## config.mk

```make
export PLATFORM = sky130hd
export DESIGN_NAME = serial_adder_ctrl_flat
export DESIGN_NICKNAME = d
export VERILOG_FILES = /design/src/rtl/serial_adder_ctrl_pkg.sv /design/src/rtl/serial_adder_ctrl_if.sv /design/src/rtl/fa_bit.sv /design/src/rtl/serial_adder_ctrl.sv /design/src/flat_wrapper.sv
export SDC_FILE = /design/constraint.sdc
export NUM_CORES = 1
export LEC_CHECK = 0
export BUFFER_PORTS_ARGS = -buffer_cell sky130_fd_sc_hd__buf_2
export CORE_ASPECT_RATIO = 0.7
export CORE_MARGIN = 4
export CORE_UTILIZATION = 48
export DETAILED_ROUTE_END_ITERATION = 8
export MAX_ROUTING_LAYER = met4
export PLACE_DENSITY = 0.74
export SYNTH_ARGS = -nofsm -noshare
export SYNTH_HDL_FRONTEND = slang
export SYNTH_HIERARCHICAL = 1
export SYNTH_SLANG_ARGS = --single-unit
```

## constraint.sdc

```tcl
create_clock -name clk -period 1.3 [get_ports clk]
set_input_delay 0.39 -clock clk [delete_from_list [all_inputs] [get_ports clk]]
set_output_delay 0.39 -clock clk [all_outputs]
set_load 0.005 [all_outputs]
```

## src/rtl/serial_adder_ctrl_pkg.sv

```systemverilog
// Shared definitions for the bit-serial adder: FSM encoding and a width helper.
// Optional subtract mode is enabled with the SERIAL_ADDER_SUB_EN macro.
package serial_adder_ctrl_pkg;

  localparam logic [1:0] ST_IDLE = 2'd0;
  localparam logic [1:0] ST_RUN  = 2'd1;
  localparam logic [1:0] ST_DONE = 2'd2;

  // Number of bits needed to count 0..value-1; callers clamp the result to >= 1.
  function automatic int clog2(input int value);
    int r;
    r = 0;
    for (int i = 0; i < 31; i++) begin
      if ((1 << i) < value) r = i + 1;
    end
    return r;
  endfunction

endpackage

```

## src/rtl/serial_adder_ctrl_if.sv

```systemverilog
// Handshake and operand/result bundle of the bit-serial adder.
// The sub signal exists only when SERIAL_ADDER_SUB_EN is defined.
interface serial_adder_ctrl_if #(
  parameter int WIDTH = 8
);

  // start is sampled only while the sequencer is idle; a start seen during
  // RUN or DONE is dropped, not queued. done pulses for one cycle per result,
  // and sum/cout are valid from that cycle until the next done.
  logic             start;
  logic [WIDTH-1:0] a;
  logic [WIDTH-1:0] b;
  logic             cin;
`ifdef SERIAL_ADDER_SUB_EN
  logic             sub;
`endif
  logic             busy;
  logic             done;
  logic [WIDTH-1:0] sum;
  logic             cout;

  modport master (
    output start,
    output a,
    output b,
    output cin,
`ifdef SERIAL_ADDER_SUB_EN
    output sub,
`endif
    input  busy,
    input  done,
    input  sum,
    input  cout
  );

  modport slave (
    input  start,
    input  a,
    input  b,
    input  cin,
`ifdef SERIAL_ADDER_SUB_EN
    input  sub,
`endif
    output busy,
    output done,
    output sum,
    output cout
  );

endinterface

```

## src/rtl/fa_bit.sv

```systemverilog
// Single combinational full-adder cell reused every cycle by the serial sequencer.
module fa_bit (
  input  logic a,
  input  logic b,
  input  logic cin,
  output logic sum,
  output logic cout
);

  assign sum  = a ^ b ^ cin;
  assign cout = (a & b) | (a & cin) | (b & cin);

endmodule

```

## src/rtl/serial_adder_ctrl.sv

```systemverilog
// Bit-serial adder sequencer: one full-adder cell plus a carry flop, LSB first.
// Define SERIAL_ADDER_SUB_EN to add a subtract mode (a - b via ~b and carry-in 1).
module serial_adder_ctrl
  import serial_adder_ctrl_pkg::*;
#(
  parameter int WIDTH = 8
) (
  input  logic                clk,
  input  logic                rst_n,
  serial_adder_ctrl_if.slave  bus,
  output logic [1:0]          dbg_state
);

  localparam int CNT_W = (clog2(WIDTH) < 1) ? 1 : clog2(WIDTH);
  localparam logic [CNT_W-1:0] CNT_LAST = CNT_W'(WIDTH - 1);

  logic [1:0]       state_q,   state_d;
  logic [WIDTH-1:0] shreg_a_q, shreg_a_d;
  logic [WIDTH-1:0] shreg_b_q, shreg_b_d;
  logic [WIDTH-1:0] shreg_s_q, shreg_s_d;
  logic             carry_q,   carry_d;
  logic [CNT_W-1:0] cnt_q,     cnt_d;
  logic [WIDTH-1:0] sum_q,     sum_d;
  logic             cout_q,    cout_d;
  logic             done_q,    done_d;

  logic fa_s;
  logic fa_c;

  fa_bit u_fa_bit (
    .a    (shreg_a_q[0]),
    .b    (shreg_b_q[0]),
    .cin  (carry_q),
    .sum  (fa_s),
    .cout (fa_c)
  );

  always_comb begin
    state_d   = state_q;
    shreg_a_d = shreg_a_q;
    shreg_b_d = shreg_b_q;
    shreg_s_d = shreg_s_q;
    carry_d   = carry_q;
    cnt_d     = cnt_q;
    sum_d     = sum_q;
    cout_d    = cout_q;
    done_d    = 1'b0;

    case (state_q)
      ST_IDLE: begin
        if (bus.start) begin
          shreg_a_d = bus.a;
`ifdef SERIAL_ADDER_SUB_EN
          shreg_b_d = bus.sub ? ~bus.b : bus.b;
          carry_d   = bus.sub ? 1'b1 : bus.cin;
`else
          shreg_b_d = bus.b;
          carry_d   = bus.cin;
`endif
          cnt_d     = '0;
          state_d   = ST_RUN;
        end
      end

      ST_RUN: begin
        shreg_a_d = {1'b0, shreg_a_q[WIDTH-1:1]};
        shreg_b_d = {1'b0, shreg_b_q[WIDTH-1:1]};
        shreg_s_d = {fa_s, shreg_s_q[WIDTH-1:1]};
        carry_d   = fa_c;
        // On the last bit the counter holds so it never wraps mid-transaction.
        if (cnt_q == CNT_LAST) begin
          sum_d   = {fa_s, shreg_s_q[WIDTH-1:1]};
          cout_d  = fa_c;
          done_d  = 1'b1;
          state_d = ST_DONE;
        end else begin
          cnt_d   = cnt_q + 1'b1;
        end
      end

      ST_DONE: begin
        state_d = ST_IDLE;
      end

      default: begin
        state_d = ST_IDLE;
      end
    endcase
  end

  always_ff @(posedge clk or negedge rst_n) begin
    if (!rst_n) begin
      state_q   <= ST_IDLE;
      shreg_a_q <= '0;
      shreg_b_q <= '0;
      shreg_s_q <= '0;
      carry_q   <= 1'b0;
      cnt_q     <= '0;
      sum_q     <= '0;
      cout_q    <= 1'b0;
      done_q    <= 1'b0;
    end else begin
      state_q   <= state_d;
      shreg_a_q <= shreg_a_d;
      shreg_b_q <= shreg_b_d;
      shreg_s_q <= shreg_s_d;
      carry_q   <= carry_d;
      cnt_q     <= cnt_d;
      sum_q     <= sum_d;
      cout_q    <= cout_d;
      done_q    <= done_d;
    end
  end

  assign bus.busy  = (state_q == ST_RUN);
  assign bus.done  = done_q;
  assign bus.sum   = sum_q;
  assign bus.cout  = cout_q;
  assign dbg_state = state_q;

endmodule
```

## src/flat_wrapper.sv

```systemverilog
// flat-port wrapper written by rule: the top's interface ports become plain ports
module serial_adder_ctrl_flat import serial_adder_ctrl_pkg::*;
#(
  parameter int WIDTH = 8
)
  (clk, rst_n, dbg_state, bus_start, bus_a, bus_b, bus_cin, bus_busy, bus_done, bus_sum, bus_cout);
  serial_adder_ctrl_if #(.WIDTH(WIDTH)) bus_i ();
  input  logic clk;
  input  logic rst_n;
  output logic [1:0] dbg_state;
  input wire logic [$bits(bus_i.start)-1:0] bus_start;
  input wire logic [$bits(bus_i.a)-1:0] bus_a;
  input wire logic [$bits(bus_i.b)-1:0] bus_b;
  input wire logic [$bits(bus_i.cin)-1:0] bus_cin;
  output wire logic [$bits(bus_i.busy)-1:0] bus_busy;
  output wire logic [$bits(bus_i.done)-1:0] bus_done;
  output wire logic [$bits(bus_i.sum)-1:0] bus_sum;
  output wire logic [$bits(bus_i.cout)-1:0] bus_cout;
  assign bus_i.start = bus_start;
  assign bus_i.a = bus_a;
  assign bus_i.b = bus_b;
  assign bus_i.cin = bus_cin;
  assign bus_busy = bus_i.busy;
  assign bus_done = bus_i.done;
  assign bus_sum = bus_i.sum;
  assign bus_cout = bus_i.cout;
  serial_adder_ctrl #(.WIDTH(WIDTH)) u_core (.clk(clk), .rst_n(rst_n), .bus(bus_i), .dbg_state(dbg_state));
endmodule
```

-- Yosys cells after proc, flatten, opt, wreduce, memory -nomap -nowiden
Index checks and enable logic that the tools add are counted.
- add/subtract/negate cells: 1
- equality and inequality tests: 5
- muxes and demuxes: 14
- bitwise logic cells: 7
- reduce and logical (&&, ||, !) cells: 6
- operator list (operator ; number):
    case mux 8 bit (2 select lines) ; 2
    2-to-1 mux 8 bit ; 2
    2-to-1 mux 3 bit ; 2
    case mux 3 bit (2 select lines) ; 1
    AND reduction 2 bit ; 3
    2-to-1 mux 2 bit ; 2
    != test 2 bit, second input constant ; 2
    case mux 2 bit (2 select lines) ; 1
    adder 3 x 1 -> 3 bit, second input constant ; 1
    AND 1 bit ; 3
    == test 3 bit, second input constant ; 1
    2-to-1 mux 1 bit ; 3
    AND reduction 3 bit ; 1
    == test 2 x 1 -> 1 bit, second input constant ; 1
    logical NOT 2 bit ; 1
    != test 2 x 1 -> 1 bit, second input constant ; 1
    bitwise OR 1 bit ; 2
    case mux 1 bit (2 select lines) ; 1
    nonzero test 2 bit ; 1
    XOR 1 bit ; 2
- register bits: 40
- input bits: 20
- logic and storage cells: 42

-- Longest topological paths before layout
Gate-level depths: netlist of the first run.
- word-level depth: 4
- mapped depth: 5
- depth with buffers taken out: 5

-- Cells and area by module
The synthesis of the first run kept the hierarchy.
- modules (own cells, without submodules) (module ; instances ; cells each ; area an instance (um^2) ; seq. area each (um^2)):
    serial_adder_ctrl ; 1 ; 155 ; 1696.6 ; 975.9
    fa_bit ; 1 ; 1 ; 20.0 ; 0.0

-- Worst setup path after synthesis of the first run
Ideal clock, no wire load.
- path type: register to register
- start point: register u_core.cnt_q[0]
- end point: register u_core.sum_q[0], in the netlist u_core/bus.sum[0]
- setup time: 0.125 ns
- data arrival time: 1.307 ns
- slack: -0.132 ns
- cell stages (with the launch flop): 6
- buffers on the path: 0
- period minus slack after synthesis: 1.432 ns
- cells stage by stage: dfrtp_1 ha_1 ha_1 nand2_4 inv_8 mux2_4
- word-level cells in the longest chain between the ends: 2
- ends and longest elaborated chain (element ; RTL line ; source):
    start, declared ; serial_adder_ctrl.sv:22 ; logic [CNT_W-1:0] cnt_q, cnt_d;
    start signal, assigned ; serial_adder_ctrl.sv:108 ; cnt_q <= cnt_d;
    == test 3 bit ; serial_adder_ctrl.sv:71 ; if (cnt_q == CNT_LAST) begin
    AND reduction 2 bit (no line) ; -- ;
    end signal, assigned ; serial_adder_ctrl.sv:109 ; sum_q <= sum_d;
    end, declared ; serial_adder_ctrl.sv:23 ; logic [WIDTH-1:0] sum_q, sum_d;
No other way between the ends.
A chain may end at the register's enable or synchronous reset.

-- Worst setup path after layout of the first run
- start point: register u_core.state_q[1], in the netlist u_core/dbg_state[1]
- end point: output port dbg_state[1]
- RTL lines (element ; RTL line ; source):
    start, declared ; serial_adder_ctrl.sv:17 ; logic [1:0] state_q, state_d;
    start signal, assigned ; serial_adder_ctrl.sv:103 ; state_q <= state_d;
    end, declared ; flat_wrapper.sv:10 ; output logic [1:0] dbg_state;
No word-level cell between the ends.

==> results.json, run 1 <==
{
  "layout.cells.non_filler": 251,
  "yosysWarnings": 6,
  "critPathMaxFanout": 10,
  "seq_power_share": 0.433,
  "post_dp_cell_area_um2": 2020,
  "initial_core_util": 0.521,
  "period_share": 1.06,
  "path_clk_slew_ns": 0.07,
  "cp-startpoint": "u_core/dbg_state[1]",
  "ff2ff_setup_slack_ns": -0.04,
  "cts_root_buf": "clkbuf_8",
  "grt_first_pass_wirelength_mm": 6.57,
  "swShare": 0.364,
  "path_cells": "buf_4 > buf_2",
  "reg2reg_from": "u_core/dbg_state[1]",
  "dp.cells": 239,
  "rsz0062_at_grt": "yes",
  "clockBufferDepth": 2,
  "antenna_cells": 0,
  "cts_buffers": 5,
  "hp-class": "input port to asynchronous set/reset pin",
  "total_power_mw": 4.99,
  "cts_tree": "done",
  "use_met2": 0.302,
  "cpMaxStageDelayCell": "dfrtp_1",
  "drc_errors": 0,
  "drtPass1Iterations": 4,
  "pre_cts_ws_ns": -0.0834,
  "p_leak_nw": 1.02,
  "syn_inst": 156,
  "critPathLaunchType": "register",
  "synth_area_leaders": "dfrtp_1 57%, o22ai_1 11%, mux2_4 7.9%, nand2_1 5.5%, a21oi_1 5.0%",
  "gp_congestion": 0.815,
  "gr-usage-met1": 0.252,
  "wl_per_cell_um": 16.4,
  "cp-end-kind": "primary output",
  "finalClockSkew_ns": 0.00523,
  "io_pins": 33,
  "synth_cell_type_count": 22,
  "period_needed_ns": 1.38,
  "combinationalPowerShare": 0.415,
  "core-area_um2": 3300,
  "ant_nets": 0,
  "areaGrowthSynthToFinish_pct": 26.4,
  "synthesis.nets": 179,
  "dieArea_um2": 4610,
  "place_hpwl_mm": 2.80,
  "outcome": "finished with violations",
  "holdWs_ns": 0.0562,
  "maxSlewViolCount": 0,
  "p_switching_mw": 1.82,
  "met3_usage": 0.0450,
  "setup_violations": 12,
  "fmax_mhz": 725,
  "pwr-share-clk": 0.153,
  "synth_area_per_cell_um2": 11.0,
  "intPower_mw": 3.17,
  "drv_cap": 0,
  "ys_seq_area_frac": 0.569,
  "cts.sinks": 39,
  "critPathKind": "register to primary output",
  "portBuffers": 32,
  "worst_slew_pin_slew_ns": 0.315,
  "p_per_area_nw_per_um2": 2300,
  "grt_max_degree": 40,
  "violations": "setup timing",
  "layout-drive-gt1-share": 0.353,
  "die_h_um": 58.0,
  "slowest_delay_ns": 0.40,
  "synth_top_area_frac": 0.569,
  "ys_ff_latch": 39,
  "drtIter0Drc": 172,
  "synth_area_um2": 1720,
  "antenna_found_initial": 0,
  "finalInstanceArea_um2": 2170,
  "worst_slack_ns": -0.0799,
  "reg2reg_depth": 6,
  "hold_viol_final": 0,
  "avgViaCountPerCell": 5.47,
  "arrival_ns": 0.99,
  "num_vias": 1374,
  "grt_pass1_vias": 1356,
  "fillers": 260,
  "fin_nets": 226,
  "grt_usage": 0.195,
  "core.rowCount": 17,
  "cts.htree.levels": 2,
  "grt-ovfl-total": 0,
  "required_ns": 0.91,
  "top_usage_layer": "met2",
  "clk_latency_ns": 0.29,
  "synth_top_area_cell": "dfrtp_1",
  "vdd_drop_max_mv": 1.03,
  "relSlewSlack": 0.789,
  "routed_wl_mm": 4.12,
  "die_w_um": 79.5
}
-- registers in the layout (all words and copies together) (netlist names) --
| signal | cells |
|---|---|
| u_core/bus.sum | 8 |
| u_core/shreg_a_q | 8 |
| u_core/shreg_b_q | 8 |
| u_core/shreg_s_q | 7 |
| u_core/cnt_q | 3 |
| u_core/dbg_state | 2 |
| u_core/bus.cout | 1 |
| u_core/bus.done | 1 |
| u_core/carry_q | 1 |
-- cells by family (layout without fill, tap and decap cells) --
group                      after synthesis  after routing  share of synthesized area
AOI/OAI and AO/OA                       59             59                      0.197
adders and majority gates                3              3                     0.0262
buffers and inverters                   14             62                     0.0445
DFF                                     39             39                      0.569
muxes                                    9              9                     0.0787
and+or+nand+nor                         32             32                     0.0853
-- layer usage --
| layer | up-vias | wire length, um |
|---|---|---|
| li1 | 656 | - |
| met1 | 666 | 1820 |
| met5 | - | 0 |
| met3 | 10 | 207 |
| met2 | 42 | 2010 |
| met4 | 0 | 71 |
-- path summary, 6_finish.rpt --
check	endpoint
max in group asynchronous	u_core/shreg_b_q[0]
worst max register to register	u_core/bus.sum[2]
worst min-delay path	u_core/shreg_a_q[3]
worst min register to register	u_core/shreg_s_q[5]
worst max-delay path	dbg_state[1]
min in group clk	u_core/shreg_a_q[7]
-- metrics by stage --
step                setup TNS [ns]   util
finish                      -0.445  0.658
global placement           -0.0724  0.614
detailed placement          -0.491  0.614
floorplan                   -0.136      -
global route                 -1.02  0.658
CTS                         -0.677  0.653
-- Yosys cell counts (all sizes together) --
cell / n
nand2: 26
inv: 5
nand2b: 2
nor2: 2
ha: 2
buf: 7
a21oi: 17
o22ai: 30
o21ai: 10
clkinv: 1
dfrtp: 39
nor3: 1
nor2b: 1
a22oi: 2
clkbuf: 1
fa: 1
mux2: 9
-- cells in the final DEF, fill, tap and decap left out --
master and count:
ha_2 1, fa_1 1, mux2_4 9, clkbuf_8 5
nor3_1 1, nor2b_1 1, clkinv_2 1, buf_4 13
buf_2 30, nand2b_4 2, clkinv_1 1, a22oi_1 2
dfrtp_2 1, buf_6 3, o22ai_1 30, nor2_2 1
o21ai_0 8, buf_12 2, nor2_1 1, o21ai_1 2
clkinv_4 1, dfrtp_1 38, clkbuf_1 2, a21oi_1 17
inv_8 1, ha_4 1, nand2_8 1, inv_1 3
nand2_1 25
-- layout make-up --
cell class / count / area (um2) / share of cell area
inverter: 6 / 35.0 / 0.0161
tap: 47 / 58.8 / 0.0271
clock inverter: 1 / 5.00 / 0.00231
clock buffer: 7 / 76.3 / 0.0352
timing repair buffer: 48 / 322 / 0.148
sequential: 39 / 977 / 0.450
multi-input combinational: 103 / 696 / 0.321
-- repair_timing --
item,in CTS,in global routing
endpoints found under the setup margin,14,29
gates resized for setup,5,5
hold buffers,0,0
setup buffers,4,0
-- power groups by stage --
stage               combinational (mW)  sequential, mW  clock [mW]
global route                      2.28            2.23       0.827
global placement                  1.79            2.11           0
floorplan                         1.23            2.09           0
finish                            2.07            2.16       0.761
detailed placement                1.89            2.15           0
CTS                               2.05            2.14       0.780
-- critical path, delay by kind of cell, from the launching register on --
family	cells	cell delay [ns]
flip-flops	1	0.40
buffers and inverters	2	0.31
Note: power is estimated with default switching activity, not from simulation.
==> run 2: changes to the inputs <==
--- a/config.mk
+++ b/config.mk
@@ -8,11 +8,13 @@
 export BUFFER_PORTS_ARGS = -buffer_cell sky130_fd_sc_hd__buf_2
 export CORE_ASPECT_RATIO = 0.7
 export CORE_MARGIN = 4
-export CORE_UTILIZATION = 48
+export CORE_UTILIZATION = 51
+export CTS_BUF_LIST = sky130_fd_sc_hd__clkbuf_4 sky130_fd_sc_hd__clkbuf_8
 export DETAILED_ROUTE_END_ITERATION = 8
 export MAX_ROUTING_LAYER = met4
-export PLACE_DENSITY = 0.74
+export PLACE_DENSITY = 0.77
 export SYNTH_ARGS = -nofsm -noshare
 export SYNTH_HDL_FRONTEND = slang
 export SYNTH_HIERARCHICAL = 1
 export SYNTH_SLANG_ARGS = --single-unit
+export TNS_END_PERCENT = 10
==> run 2 against run 1 <==
First-iteration DRC count decreased by 40%. Sequential power about the same. Largest power group unchanged. Sequential share of layout area decreased by 0.60 points. The run still ends with setup timing left.
==> results.json, run 2 (synthesis results as in run 1) <==
{
  "fin_nets": 227,
  "final_cell_mix": "39 x dfrtp_1, 30 x buf_2, 29 x o22ai_1",
  "arrival_ns": 1.54,
  "grt_pass1_vias": 1449,
  "portBuffers": 32,
  "slowest_delay_ns": 0.40,
  "dieArea_um2": 4370,
  "cts.sinks": 39,
  "cts_buffers": 5,
  "cp-end-kind": "register",
  "critPathKind": "register to register",
  "wl_met2_mm": 1.95,
  "finalClockSkew_ns": 0.00526,
  "highest_layer": "met4",
  "outcome": "finished with violations",
  "vdd_drop_max_mv": 1.10,
  "cts_root_buf": "clkbuf_8",
  "place_hpwl_mm": 2.98,
  "clockBufferDepth": 2,
  "path_clk_slew_ns": 0.07,
  "ant_nets": 0,
  "period_needed_ns": 1.37,
  "worst_slew_pin_slew_ns": 0.363,
  "path_delay_family": "flip-flops",
  "layout-drive-gt1-share": 0.371,
  "reg2reg_depth": 5,
  "period_share": 1.06,
  "worst_slack_ns": -0.0735,
  "core.rowCount": 17,
  "io_pins": 33,
  "avgViaCountPerCell": 5.67,
  "die_w_um": 77.3,
  "p_per_area_nw_per_um2": 2340,
  "wl_met3_um": 182,
  "drv_cap": 0,
  "fmax_mhz": 728,
  "num_vias": 1379,
  "antenna_cells": 0,
  "pre_cts_ws_ns": -0.0686,
  "antenna_found_initial": 0,
  "critPathLaunchType": "register",
  "clk_latency_ns": 0.29,
  "maxSlewViolCount": 0,
  "violations": "setup timing",
  "drtPass1Iterations": 4,
  "hold_viol_final": 0,
  "cts_tree": "done",
  "die_h_um": 56.5,
  "required_ns": 1.47,
  "relSlewSlack": 0.757,
  "p_leak_nw": 1.04,
  "final_common_cell": "dfrtp_1",
  "core-area_um2": 3190,
  "rsz0062_at_grt": "yes",
  "drtIter0Drc": 103,
  "critPathMaxFanout": 8,
  "areaGrowthSynthToFinish_pct": 27.9,
  "grt_usage": 0.211,
  "hp-class": "input port to asynchronous set/reset pin",
  "ff2ff_setup_slack_ns": -0.07,
  "initial_core_util": 0.538,
  "wl_met1_mm": 1.88,
  "r2r-end": "u_core/bus.sum[5]",
  "holdWs_ns": 0.0541,
  "grt-ovfl-total": 0,
  "setup_violations": 15,
  "cpMaxStageDelayCell": "dfrtp_1",
  "gp_congestion": 0.851,
  "cp_num_buf_inv": 1,
  "reg2reg_from": "u_core/cnt_q[0]",
  "drc_errors": 0,
  "grt_max_degree": 40,
  "cts.htree.levels": 2,
  "path_cells": "ha_2 > ha_4 > nand2_8 > inv_8 > mux2_4",
  "wl_per_cell_um": 16.9,
  "grt_first_pass_wirelength_mm": 7.00,
  "routed_wl_mm": 4.10
}
-- run 2: changes by cell type in the layout (fill, tap and decap cells not counted) --
cell | before | now
fa_1 | 1 | 0
clkbuf_8 | 5 | 7
buf_4 | 13 | 14
clkinv_2 | 1 | 0
clkbuf_1 | 2 | 0
o22ai_1 | 30 | 29
o22ai_2 | 0 | 1
clkinvlp_4 | 0 | 1
fa_2 | 0 | 1
dfrtp_2 | 1 | 0
dfrtp_1 | 38 | 39
-- run 2: worst max path at each step --
stage                                   start           endpoint  slack [ns]  cells past startpoint
after floorplan               u_core/cnt_q[0]  u_core/bus.sum[0]       -0.02                      5
after global placement        u_core/cnt_q[1]  u_core/bus.sum[1]       -0.01                      5
after detailed placement      u_core/cnt_q[1]  u_core/bus.sum[3]       -0.07                      5
after CTS                 u_core/dbg_state[1]           bus_busy       -0.09                      3
after global routing      u_core/dbg_state[1]       dbg_state[1]       -0.13                      2
final                         u_core/cnt_q[0]  u_core/bus.sum[5]       -0.07                      5
-- run 2: through the flow --
| step | power [mW] | cell area, um2 | util | std cells | TNS [ns] |
|---|---|---|---|---|---|
| floorplan | 3.32 | 1730 | - | 156 | -0.136 |
| global placement | 3.94 | 2040 | 0.638 | 233 | -0.0645 |
| detailed placement | 4.11 | 2040 | 0.638 | 233 | -0.543 |
| CTS | 5.10 | 2170 | 0.681 | 243 | -0.659 |
| global route | 5.51 | 2200 | 0.688 | 243 | -1.08 |
| finish | 5.14 | 2200 | 0.688 | 243 | -0.720 |
-- run 2: routing by layer --
metal | track usage | up-vias
li1 | - | 661
met1 | 0.267 | 669
met2 | 0.330 | 37
met3 | 0.0497 | 12
met4 | 0.0863 | 0
met5 | - | -
-- run 2: final cells by class --
class | count | area [um2]
Clock buffer | 7 | 96.3
Clock inverter | 1 | 7.51
Fill cell | 233 | 995
Inverter | 6 | 35.0
Multi-Input combinational cell | 103 | 704
Sequential cell | 39 | 976
Tap cell | 38 | 47.5
Timing Repair Buffer | 49 | 329
-- run 2: worst register-to-register path, cell delays in order, from the launching register on --
cell	delay, ns
dfrtp_1	0.40
ha_2	0.21
ha_4	0.19
nand2_8	0.10
inv_8	0.06
mux2_4	0.30
-- run 2: repair_timing --
action | CTS | global route
endpoints found under the setup margin | 14 | 30
setup buffers | 2 | 0
hold buffers | 0 | 0
pin swaps | 2 | 1
resized for setup | 6 | 5
-- run 2: power breakdown --
part / internal [mW] / total (mW) / switching [mW]
Sequential: 1.74 / 2.17 / 0.426
Combinational: 1.06 / 2.08 / 1.02
Clock: 0.482 / 0.890 / 0.408
